===== config.mk =====
export PLATFORM = sky130hd
export DESIGN_NAME = mux2x1_arbiter
export DESIGN_NICKNAME = d
export VERILOG_FILES = /design/src/rtl/mux2x1_arbiter_pkg.sv /design/src/rtl/mux2x1_mux2x1.sv /design/src/rtl/mux2x1_arbiter.sv
export SDC_FILE = /design/constraint.sdc
export NUM_CORES = 1
export LEC_CHECK = 0
export CAP_MARGIN = 20
export CORE_MARGIN = 1
export CORE_UTILIZATION = 45
export CTS_CLUSTER_SIZE = 12
export DETAILED_ROUTE_END_ITERATION = 10
export DONT_BUFFER_PORTS = 1
export SYNTH_ARGS = -nofsm -noshare
export SYNTH_HDL_FRONTEND = slang
export SYNTH_SLANG_ARGS = --single-unit

===== constraint.sdc =====
create_clock -name clk -period 1.7 [get_ports clk]
set_input_delay 0.34 -clock clk [delete_from_list [all_inputs] [get_ports clk]]
set_output_delay 0.34 -clock clk [all_outputs]
set_load 0.01 [all_outputs]

===== src/rtl/mux2x1_arbiter_pkg.sv =====
// Shared constants for the packet-level two-input arbiter.
package mux2x1_arbiter_pkg;

  localparam logic [1:0] ST_ARB   = 2'd0;
  localparam logic [1:0] ST_LOCK0 = 2'd1;
  localparam logic [1:0] ST_LOCK1 = 2'd2;

  localparam logic SRC_IN0 = 1'b0;
  localparam logic SRC_IN1 = 1'b1;

  // Lock state that holds the given source until its last beat.
  function automatic logic [1:0] lock_state(input logic src);
    return (src == SRC_IN1) ? ST_LOCK1 : ST_LOCK0;
  endfunction

endpackage


===== src/rtl/mux2x1_mux2x1.sv =====
// Plain 2:1 selector on the {last,data} beat payload.
module mux2x1
  import mux2x1_arbiter_pkg::*;
#(
  parameter int unsigned WIDTH = 9
) (
  input  logic [WIDTH-1:0] in0,
  input  logic [WIDTH-1:0] in1,
  input  logic             sel,
  output logic [WIDTH-1:0] y_c
);

  assign y_c = (sel == SRC_IN1) ? in1 : in0;

endmodule


===== src/rtl/mux2x1_arbiter.sv =====
// Round-robin, packet-locked arbiter merging two valid/ready streams into one
// registered output stream.
module mux2x1_arbiter
  import mux2x1_arbiter_pkg::*;
#(
  parameter int unsigned WIDTH = 8
) (
  input  logic             clk,
  input  logic             rst_n,
  input  logic [WIDTH-1:0] in0_data,
  input  logic             in0_last,
  input  logic             in0_valid,
  output logic             in0_ready,
  input  logic [WIDTH-1:0] in1_data,
  input  logic             in1_last,
  input  logic             in1_valid,
  output logic             in1_ready,
  output logic [WIDTH-1:0] out_data,
  output logic             out_last,
  output logic             out_src,
  output logic             out_valid,
  input  logic             out_ready
);

  localparam int unsigned BEAT_W = WIDTH + 1;

  logic [1:0]        state;
  logic [1:0]        state_nxt;
  logic              last_grant;
  logic              last_grant_nxt;
  logic              grant;
  logic              grant_vld;
  logic              load_en;
  logic              xfer;
  logic [BEAT_W-1:0] beat_c;

  assign load_en   = !out_valid || out_ready;
  assign xfer      = load_en && grant_vld;
  assign in0_ready = load_en && grant_vld && (grant == SRC_IN0) && in0_valid;
  assign in1_ready = load_en && grant_vld && (grant == SRC_IN1) && in1_valid;

  mux2x1 #(.WIDTH(BEAT_W)) u_mux (
    .in0 ({in0_last, in0_data}),
    .in1 ({in1_last, in1_data}),
    .sel (grant),
    .y_c (beat_c)
  );

  // Grant selection and packet-lock state transitions.
  always_comb begin
    grant          = SRC_IN0;
    grant_vld      = 1'b0;
    state_nxt      = state;
    last_grant_nxt = last_grant;
    case (state)
      ST_ARB: begin
        if (in0_valid && in1_valid) begin
          grant     = ~last_grant;
          grant_vld = 1'b1;
        end else if (in0_valid) begin
          grant     = SRC_IN0;
          grant_vld = 1'b1;
        end else if (in1_valid) begin
          grant     = SRC_IN1;
          grant_vld = 1'b1;
        end
        if (xfer) begin
          last_grant_nxt = grant;
          if (!beat_c[WIDTH]) state_nxt = lock_state(grant);
        end
      end
      ST_LOCK0: begin
        grant     = SRC_IN0;
        grant_vld = in0_valid;
        if (xfer && beat_c[WIDTH]) state_nxt = ST_ARB;
      end
      ST_LOCK1: begin
        grant     = SRC_IN1;
        grant_vld = in1_valid;
        if (xfer && beat_c[WIDTH]) state_nxt = ST_ARB;
      end
      default: state_nxt = ST_ARB;
    endcase
  end

  // last_grant resets to in1 so in0 wins the first contention.
  always_ff @(posedge clk or negedge rst_n) begin
    if (!rst_n) begin
      state      <= ST_ARB;
      last_grant <= SRC_IN1;
    end else begin
      state      <= state_nxt;
      last_grant <= last_grant_nxt;
    end
  end

  always_ff @(posedge clk or negedge rst_n) begin
    if (!rst_n) begin
      out_valid <= 1'b0;
      out_data  <= '0;
      out_last  <= 1'b0;
      out_src   <= SRC_IN0;
    end else if (load_en) begin
      out_valid <= xfer;
      if (xfer) begin
        out_data <= beat_c[WIDTH-1:0];
        out_last <= beat_c[WIDTH];
        out_src  <= grant;
      end
    end
  end

endmodule


==> results of run 1 <==
## what timing repair did
item,in CTS,in global routing
endpoints found under the setup margin,10,15
hold buffers,1,0
buffers inserted,7,0
pin swaps,5,4
endpoints found under the hold margin,14,0
gates resized for setup,13,1
## cell families after synthesis
group / count (synthesis) / synth area share
fa+ha+maj: 4 / 0.0638
mux: 11 / 0.148
simple gates: 23 / 0.134
compound gates: 20 / 0.172
buf+inv: 6 / 0.0335
flops: 14 / 0.448
## worst max-delay path, cell delays in order, from the launching register on
cell      delay, ps
dfrtp_1         420
inv_2           110
ha_4            180
o21ai_4          70
a221oi_4        270
and3b_2         260
## report_power, final
group	total (W)	internal [W]	switching (W)
logic	0.00128	0.000685	0.000598
clock network	0.000240	0.000130	0.000110
registers	0.000690	0.000511	0.000179
total	0.00221	0.00133	0.000887
## final cells by class
cell class	instances	area [um2]	share of cell area
tap	16	20.0	0.0193
timing repair buffer	16	146	0.141
multi-input combinational	58	473	0.455
sequential	14	352	0.339
clock buffer	4	36.3	0.0349
inverter	3	11.3	0.0108
## routing by layer
layer	GRT usage	wire length, um	vias to the layer above
met5	0	0	-
met4	0.0563	17	0
met3	0.0417	115	2
met2	0.307	782	22
met1	0.258	719	291
li1	-	-	308
## through the flow
| stage | cells | hold slack [ps] |
|---|---|---|
| 4_1_cts | 111 | 240 |
| 2_1_floorplan | 78 | 44.4 |
| 6_report | 111 | 251 |
| 3_3_place_gp | 99 | 44.7 |
| 3_5_place_dp | 99 | 44.7 |
| 5_1_grt | 111 | 250 |
## Yosys cell counts
library cell / n
mux2_1: 2
and3b_1: 1
inv_2: 1
a21boi_2: 1
buf_2: 3
a41oi_1: 1
mux2i_2: 1
nor2_1: 12
ha_1: 4
and2_1: 1
a21o_1: 1
a21oi_1: 13
nand3b_1: 1
o21ai_1: 2
a221oi_4: 1
mux2i_1: 8
a31oi_1: 1
dfstp_2: 1
nor2b_1: 1
nand4b_1: 1
nand2_1: 6
inv_1: 2
dfrtp_1: 13
## layout by cell type, fill, tap and decap left out
| master | synthesis | final |
|---|---|---|
| inv_2 | 1 | 3 |
| dfrtp_1 | 13 | 13 |
| a21boi_2 | 1 | 1 |
| ha_1 | 4 | 1 |
| a221oi_4 | 1 | 1 |
| a41oi_1 | 1 | 1 |
| o21ai_4 | 0 | 1 |
| a21oi_2 | 0 | 1 |
| nand3b_1 | 1 | 1 |
| buf_4 | 0 | 11 |
| mux2_4 | 0 | 1 |
| buf_6 | 0 | 3 |
| and2_4 | 0 | 1 |
| a31oi_1 | 1 | 1 |
| clkbuf_4 | 0 | 3 |
| a21o_1 | 1 | 1 |
| o21ai_2 | 0 | 1 |
| nand2_2 | 0 | 1 |
| buf_12 | 0 | 1 |
| ha_4 | 0 | 3 |
| nor2_1 | 12 | 12 |
| clkbuf_8 | 0 | 1 |
| and3b_2 | 0 | 1 |
| dfstp_2 | 1 | 1 |
| mux2_1 | 2 | 1 |
| nand4b_1 | 1 | 1 |
| mux2i_2 | 1 | 1 |
| mux2i_1 | 8 | 8 |
| dlygate4sd3_1 | 0 | 1 |
| nor2b_1 | 1 | 1 |
| a21oi_1 | 13 | 12 |
| nand2_1 | 6 | 5 |
## path summary, 6_finish.rpt
| kind | startpoint | endpoint | cells after the start |
|---|---|---|---|
| worst max-delay path | state[1]$_DFFE_PN0P_ | in1_ready | 5 |
| worst min-delay path | out_ready | out_valid$_DFFE_PN0P_ | 2 |
| worst max register to register | state[1]$_DFFE_PN0P_ | last_grant$_DFFE_PN1P_ | 8 |
| worst min register to register | out_src$_DFFE_PN0P_ | out_src$_DFFE_PN0P_ | 2 |
| max in group asynchronous | rst_n | out_data[1]$_DFFE_PN0P_ | 1 |
| min in group asynchronous | rst_n | state[0]$_DFFE_PN0P_ | 1 |
## state kept, by name, summed over array words and instances (netlist names)
register	flops
last_grant	1
state	2
out_last	1
out_data	8
out_src	1
out_valid	1
==> flow_metrics.py, run 1 <==
metrics = {
    "status": {
        "status": "finished with violations",
        "failing_checks": "design-rule violations, negative setup slack",
    },
    "clock_tree": {
        "number_of_buffers_created_by_cts": 3,
        "worst_skew_late_latency_ps": 280,
        "cts_root_buf": "clkbuf_4",
        "cts_htree_levels": 1,
        "post_cts_clock_slew_at_the_launch_and_capture_registers_of_the_worst_setup_and_hold_paths_ps": 90,
        "cts_tree": "done",
        "clock_path_buffers": 2,
        "tritoncts_num_sinks": 14,
    },
    "sta": {
        "report.final.slew_viol_count": 0,
        "finalSetupViolations": 5,
        "final.period_utilization": 1.13,
        "final-hold-violation-count": 0,
        "final.setup.tns_ps": -439,
        "layout_min_cycle_time_ps": 1920,
        "grt_setup_unrepaired": "true",
        "timing_worst_slew_pin_value_ps": 650,
        "finalClockSkew_ps": 4.79,
        "max_freq_mhz": 520,
        "post-route-worst-setup-slack_ps": -222,
        "max_slew_margin": 0.565,
    },
    "place": {
        "final_wtd_congestion": 0.767,
        "dpl.hpwl_um": 1140,
        "detailedPlace.worstSlack_ps": -41.4,
        "placed_area_um2": 863,
        "place.port_buffers": 0,
    },
    "floorplan": {
        "top_level_ports": 36,
        "die_height_um": 43.8,
        "die-area_um2": 1910,
        "die-width_um": 43.8,
        "floorplan.rows": 14,
        "core-area_um2": 1560,
        "start_util": 0.503,
    },
    "global_route": {
        "vias_in_the_first_global_route": 621,
        "antenna_found_initial": 0,
        "grt_start_max_net_pins": 15,
        "combined_global_route_utilization_of_all_metal_layers": 0.191,
        "global_route.overflow_total": 0,
        "first_pass_grt_wire_length_um": 2680,
    },
    "power_and_ir_drop": {
        "leakagePower_nw": 0.477,
        "total_power_w": 0.00221,
        "p_per_area_nw_per_um2": 2130,
        "vdd_ir_drop_max_uv": 1050,
    },
    "logic_synthesis": {
        "yosysTopAreaCell": "dfrtp_1",
        "syn_std_cell_area_um2": 785,
        "syn_nets": 105,
        "synth-seq-area-share": 0.448,
        "synth.ff_latch_count": 14,
        "synth.lib_cells_used.distinct": 23,
        "syn-instance-count": 78,
        "synthDominantCellAreaShare": 0.415,
        "synth_area_per_cell_um2": 10.1,
        "ys_top_cells_by_area": "dfrtp_1 (41%), mux2i_1 (10%), a21oi_1 (8.3%)",
        "synth.yosys.warnings": 0,
    },
    "setup_path": {
        "rrSetupSlack_ps": -20,
        "end_kind": "output pin",
        "setup.worst_path.start_class": "register",
        "crit_required_ps": 1360,
        "critPathArrivalTime_ps": 1580,
        "cp_max_fo": 4,
        "worstSetupPathType": "reg2out",
    },
    "finish": {
        "final_cell_area_um2": 1040,
        "final_layout_size_suffix_gt1_frac": 0.379,
        "fin_util": 0.666,
        "finish.net_count": 123,
        "synthToLayoutAreaGrowth_pct": 32.4,
        "num-fill-cells": 127,
        "antenna-diode-count": 0,
    },
    "drt": {
        "routed_wl_um": 1640,
        "route.detailed.vias_per_inst": 5.61,
        "wire_per_inst_um": 14.7,
        "antenna_left": 0,
        "detail_route.first_pass.iterations": 7,
        "count_of_vias_placed_by_the_detailed_router": 623,
        "drt_first_iter_violations": 14,
        "drc_errors": 4,
    },
    "min_path": {
        "holdCritPathClass": "in2reg",
    },
    "run": {
        "maxCapViolCount": 0,
    },
}
Note: power is estimated with default switching activity, not from simulation.
==> inputs of run 2 (changes only) <==
--- a/config.mk
+++ b/config.mk
@@ -6,11 +6,15 @@
 export NUM_CORES = 1
 export LEC_CHECK = 0
 export CAP_MARGIN = 20
+export CELL_PAD_IN_SITES_DETAIL_PLACEMENT = 1
+export CELL_PAD_IN_SITES_GLOBAL_PLACEMENT = 2
+export CORE_ASPECT_RATIO = 1.5
 export CORE_MARGIN = 1
-export CORE_UTILIZATION = 45
+export CORE_UTILIZATION = 31
 export CTS_CLUSTER_SIZE = 12
 export DETAILED_ROUTE_END_ITERATION = 10
 export DONT_BUFFER_PORTS = 1
+export PLACE_DENSITY_LB_ADDON = 0.1
 export SYNTH_ARGS = -nofsm -noshare
 export SYNTH_HDL_FRONTEND = slang
 export SYNTH_SLANG_ARGS = --single-unit
==> constraint.sdc (replaced) <==
create_clock -name clk -period 1.6 [get_ports clk]
set_input_delay 0.32 -clock clk [delete_from_list [all_inputs] [get_ports clk]]
set_output_delay 0.32 -clock clk [all_outputs]
set_load 0.01 [all_outputs]
==> run 2 against run 1 <==
The flow finishes with violations (negative setup slack). Design area increased by 4.8%. Largest power group unchanged. Via count increased by 4.8%. Sequential share of layout area decreased by 1.6 points. Routed wire length increased by 16%. Combinational power increased by 17%.
==> flow_metrics.py, run 2 (synthesis results as in run 1) <==
metrics = {
    "status": {
        "status": "finished with violations",
        "failing_checks": "negative setup slack",
    },
    "setup_path": {
        "setup.worst_path.start_class": "register",
        "critPathArrivalTime_ps": 1600,
        "end_kind": "output pin",
        "cp_max_fo": 4,
        "crit_required_ps": 1280,
        "worstSetupPathType": "reg2out",
        "rrSetupSlack_ps": -220,
    },
    "place": {
        "dpl.hpwl_um": 1440,
        "dp_cells": 112,
        "final_wtd_congestion": 0.742,
        "place.port_buffers": 0,
    },
    "drt": {
        "wire_per_inst_um": 15.2,
        "detail_route.first_pass.iterations": 4,
        "drt_first_iter_violations": 5,
        "route.detailed.vias_per_inst": 5.22,
        "antenna_left": 0,
        "drc_errors": 0,
        "count_of_vias_placed_by_the_detailed_router": 653,
        "routed_wl_um": 1900,
    },
    "sta": {
        "final.setup.tns_ps": -2090,
        "grt_setup_unrepaired": "true",
        "report.final.slew_viol_count": 0,
        "finalSetupViolations": 15,
        "post-route-worst-setup-slack_ps": -318,
        "final.period_utilization": 1.20,
        "final-hold-violation-count": 0,
        "max_slew_margin": 0.565,
        "timing_worst_slew_pin_value_ps": 651,
        "max_freq_mhz": 521,
        "finalClockSkew_ps": 5.90,
        "layout_min_cycle_time_ps": 1920,
    },
    "global_route": {
        "first_pass_grt_wire_length_um": 3180,
        "vias_in_the_first_global_route": 667,
        "combined_global_route_utilization_of_all_metal_layers": 0.154,
        "antenna_found_initial": 0,
        "global_route.overflow_total": 0,
        "grt_start_max_net_pins": 17,
    },
    "finish": {
        "largest_register_ff_count": 8,
        "fin_util": 0.449,
        "synthToLayoutAreaGrowth_pct": 38.8,
        "finish.net_count": 129,
        "largest_registers": "out_data: 8 flops, state: 2 flops",
        "registers.top_by_ff_count": "out_data",
        "antenna-diode-count": 0,
        "final_cell_count_no_fill": 125,
        "num-fill-cells": 291,
        "layout.cells.most_common_list": "buf_4 (16), dfrtp_1 (13), a21oi_1 (12), nor2_1 (11), mux2i_1 (8)",
        "mostFrequentLayoutCell": "buf_4",
        "final_layout_size_suffix_gt1_frac": 0.406,
    },
    "floorplan": {
        "top_level_ports": 36,
        "floorplan.rows": 22,
        "die_height_um": 63.6,
        "die-area_um2": 2740,
        "die-width_um": 43.1,
        "start_util": 0.324,
        "core-area_um2": 2420,
    },
    "power_and_ir_drop": {
        "p_per_area_nw_per_um2": 2250,
        "total_power_w": 0.00245,
        "leakagePower_nw": 0.502,
        "vdd_ir_drop_max_uv": 718,
    },
    "clock_tree": {
        "cts_root_buf": "clkbuf_4",
        "worst_skew_late_latency_ps": 280,
        "post_cts_clock_slew_at_the_launch_and_capture_registers_of_the_worst_setup_and_hold_paths_ps": 90,
        "clock_path_buffers": 2,
        "cts_tree": "done",
        "cts_htree_levels": 1,
        "number_of_buffers_created_by_cts": 3,
        "tritoncts_num_sinks": 14,
    },
    "run": {
        "maxCapViolCount": 0,
    },
    "min_path": {
        "holdCritPathClass": "in2reg",
    },
}
-- run 2: what timing repair did --
action                                  in CTS  in global routing
gates cloned                                 0                  0
hold buffers                                 1                  0
endpoints found under the setup margin      13                 15
setup buffers                                6                  2
gates resized for setup                      7                  7
pin swaps                                    3                  5
endpoints found under the hold margin       14                  0
-- run 2: stage by stage --
step                      setup WS (ps)  instance area (um2)  hold slack [ps]
after global routing               -406                 1090              238
after detailed placement           -178                  925             24.7
after CTS                          -324                 1030              227
after global placement             -139                  925             24.8
after floorplan                   -50.6                  815             24.4
final                              -318                 1090              236
-- run 2: critical path, cell delays in order (launching register included) --
cell and delay (ps):
dfrtp_1 410, inv_2 80, ha_4 180, buf_4 140
a21oi_4 160, buf_6 130, and3b_2 220
-- run 2: final timing paths --
check	start	end	cells past startpoint
max in group asynchronous	rst_n	out_valid$_DFFE_PN0P_	1
worst min register to register	out_src$_DFFE_PN0P_	out_src$_DFFE_PN0P_	2
min in group asynchronous	rst_n	state[1]$_DFFE_PN0P_	1
worst max-delay path	state[1]$_DFFE_PN0P_	in1_ready	6
worst max register to register	state[1]$_DFFE_PN0P_	state[1]$_DFFE_PN0P_	8
worst min-delay path	out_ready	out_valid$_DFFE_PN0P_	2
-- run 2: final cells by class --
class | instances | area (um2) | share of cell area
multi-input cells | 58 | 479 | 0.440
flip-flops and latches | 14 | 352 | 0.323
repair buffers | 22 | 190 | 0.175
well taps | 24 | 30.0 | 0.0276
clock buffers | 4 | 26.3 | 0.0241
inverters | 3 | 11.3 | 0.0103
-- run 2: routing by layer --
metal  up-vias  part of all wire  GRT usage
met5         -                 0          0
met4         0             0.011     0.0682
met3         2             0.057     0.0201
met2        28              0.55      0.254
met1       308              0.38      0.198
li1        315                 -          -
-- run 2: where the power goes --
part | total (W) | switching [W] | internal, W | leakage, nW
logic | 0.00150 | 0.000674 | 0.000823 | 0.330
clock network | 0.000208 | 0.000112 | 0.0000966 | 0.0150
registers | 0.000741 | 0.000198 | 0.000543 | 0.157
==> inputs of run 3 (changes only) <==
==> constraint.sdc (replaced) <==
create_clock -name clk -period 1.7 [get_ports clk]
set_input_delay 0.34 -clock clk [delete_from_list [all_inputs] [get_ports clk]]
set_output_delay 0.34 -clock clk [all_outputs]
set_load 0.01 [all_outputs]
==> run 3 against run 2 <==
The flow still finishes with violations (negative setup slack). Combinational power decreased by 22%. Routed wire length increased by 0.63%. Clock skew decreased by 3.6 ps. Critical path type unchanged.
==> flow_metrics.py, run 3 (synthesis results as in run 1) <==
metrics = {
    "clock_tree": {
        "number_of_buffers_created_by_cts": 3,
        "tritoncts_num_sinks": 14,
        "clock_path_buffers": 2,
        "post_cts_clock_slew_at_the_launch_and_capture_registers_of_the_worst_setup_and_hold_paths_ps": 80,
        "worst_skew_late_latency_ps": 270,
        "cts_htree_levels": 1,
        "cts_tree": "done",
        "cts_root_buf": "clkbuf_4",
    },
    "run": {
        "maxCapViolCount": 0,
    },
    "setup_path": {
        "r2r_start": "state[0]$_DFFE_PN0P_",
        "setup.worst_path.start_class": "register",
        "critPathArrivalTime_ps": 1570,
        "worst-r2r-cell-count": 9,
        "cp_max_fo": 4,
        "end_kind": "output pin",
        "crit_required_ps": 1360,
        "timing.critical_path.from": "state[0]$_DFFE_PN0P_",
        "worstSetupPathType": "reg2out",
    },
    "drt": {
        "detail_route.first_pass.iterations": 4,
        "antenna_left": 0,
        "route.detailed.vias_per_inst": 5.21,
        "routed_wl_um": 1910,
        "drc_errors": 0,
        "count_of_vias_placed_by_the_detailed_router": 620,
        "wire_per_inst_um": 16.1,
        "drt_first_iter_violations": 6,
    },
    "global_route": {
        "antenna_found_initial": 0,
        "combined_global_route_utilization_of_all_metal_layers": 0.155,
        "vias_in_the_first_global_route": 686,
        "grt_start_max_net_pins": 17,
        "global_route.overflow_total": 0,
        "first_pass_grt_wire_length_um": 3200,
    },
    "place": {
        "final_wtd_congestion": 0.705,
        "placed_area_um2": 888,
        "place.port_buffers": 0,
        "detailedPlace.worstSlack_ps": -58.9,
        "dpl.hpwl_um": 1440,
    },
    "sta": {
        "finalSetupViolations": 4,
        "grt_setup_unrepaired": "true",
        "timing_worst_slew_pin_value_ps": 691,
        "final-hold-violation-count": 0,
        "final.period_utilization": 1.12,
        "max_slew_margin": 0.538,
        "post-route-worst-setup-slack_ps": -208,
        "report.final.slew_viol_count": 0,
        "max_freq_mhz": 524,
        "layout_min_cycle_time_ps": 1910,
        "finalClockSkew_ps": 2.33,
    },
    "floorplan": {
        "die-area_um2": 2740,
        "floorplan.rows": 22,
        "core-area_um2": 2420,
        "start_util": 0.324,
        "die-width_um": 43.1,
        "die_height_um": 63.6,
        "top_level_ports": 36,
    },
    "finish": {
        "largest_register_ff_count": 8,
        "mostFrequentLayoutCell": "buf_4",
        "largest_registers": "out_data: 8 flops, state: 2 flops",
        "finish.net_count": 123,
        "final_layout_size_suffix_gt1_frac": 0.337,
        "num-fill-cells": 283,
        "antenna-diode-count": 0,
        "layout.area.seq_um2": 353,
        "final_cell_area_um2": 1000,
        "multiInputGateArea_um2": 452,
        "registers.top_by_ff_count": "out_data",
        "synthToLayoutAreaGrowth_pct": 27.8,
        "layout.cells.most_common_list": "buf_4 (13), nor2_1 (12), a21oi_1 (12), dfrtp_1 (12), mux2i_1 (8)",
    },
    "power_and_ir_drop": {
        "sw_pwr_w": 0.000862,
        "total_power_w": 0.00207,
        "p_per_area_nw_per_um2": 2060,
        "power.switching_fraction": 0.417,
        "vdd_ir_drop_max_uv": 734,
        "clock_power_share": 0.094,
        "comb_power_share": 0.568,
        "leakagePower_nw": 0.457,
        "power.share.sequential": 0.338,
        "cellInternalPower_w": 0.00121,
    },
    "min_path": {
        "worst_hold_path.num_cells": 2,
        "timing.hold.worst.start": "out_ready",
        "holdCritPathClass": "in2reg",
    },
    "status": {
        "status": "finished with violations",
        "failing_checks": "negative setup slack",
    },
}
run 3: final timing paths:
kind	endpoint	slack, ps
worst max-delay path	in1_ready	-210
worst max register to register	state[0]$_DFFE_PN0P_	-40
worst min-delay path	out_valid$_DFFE_PN0P_	260
worst min register to register	out_src$_DFFE_PN0P_	580
max in group asynchronous	state[1]$_DFFE_PN0P_	680
min in group asynchronous	out_data[1]$_DFFE_PN0P_	550
run 3: critical path, cell delays in order, from the launching register on:
cell      delay, ps
dfrtp_1         420
inv_2           110
ha_4            170
o21ai_4          70
a221oi_4        270
and3b_2         250
run 3: through the flow:
stage / instances / TNS, ps / hold slack, ps / util
global route: 119 / -1310 / 251 / 0.414
CTS: 117 / -656 / 248 / 0.407
finish: 119 / -468 / 261 / 0.414
global placement: 109 / -156 / 44.8 / 0.367
detailed placement: 109 / -197 / 44.9 / 0.367
floorplan: 78 / 0 / 44.4 / -
run 3: final cells by class:
class	count	share of cell area
Timing Repair Buffer	16	0.130
Clock buffer	4	0.0262
Inverter	3	0.0112
Multi-Input combinational cell	58	0.451
Sequential cell	14	0.352
Tap cell	24	0.0300
run 3: power by group through the flow:
stage | Sequential (W) | Combinational, W | Clock [W]
4_1_cts | 0.000708 | 0.00116 | 0.000212
3_5_place_dp | 0.000708 | 0.00100 | 0
6_report | 0.000698 | 0.00117 | 0.000195
2_1_floorplan | 0.000684 | 0.000727 | 0
5_1_grt | 0.000721 | 0.00132 | 0.000228
3_3_place_gp | 0.000704 | 0.000983 | 0
run 3: repair_timing:
action,in CTS,in global routing
gates resized for setup,8,1
setup endpoints to repair,12,13
hold buffers,1,0
endpoints found under the hold margin,14,0
pin swaps,3,2
buffers inserted,3,2
run 3: layer usage:
layer,part of all wire,vias to the layer above,track usage
met1,0.38,290,0.175
met4,0.012,0,0.0682
met2,0.55,23,0.275
met3,0.056,2,0.0287
met5,0,-,0
li1,-,305,-
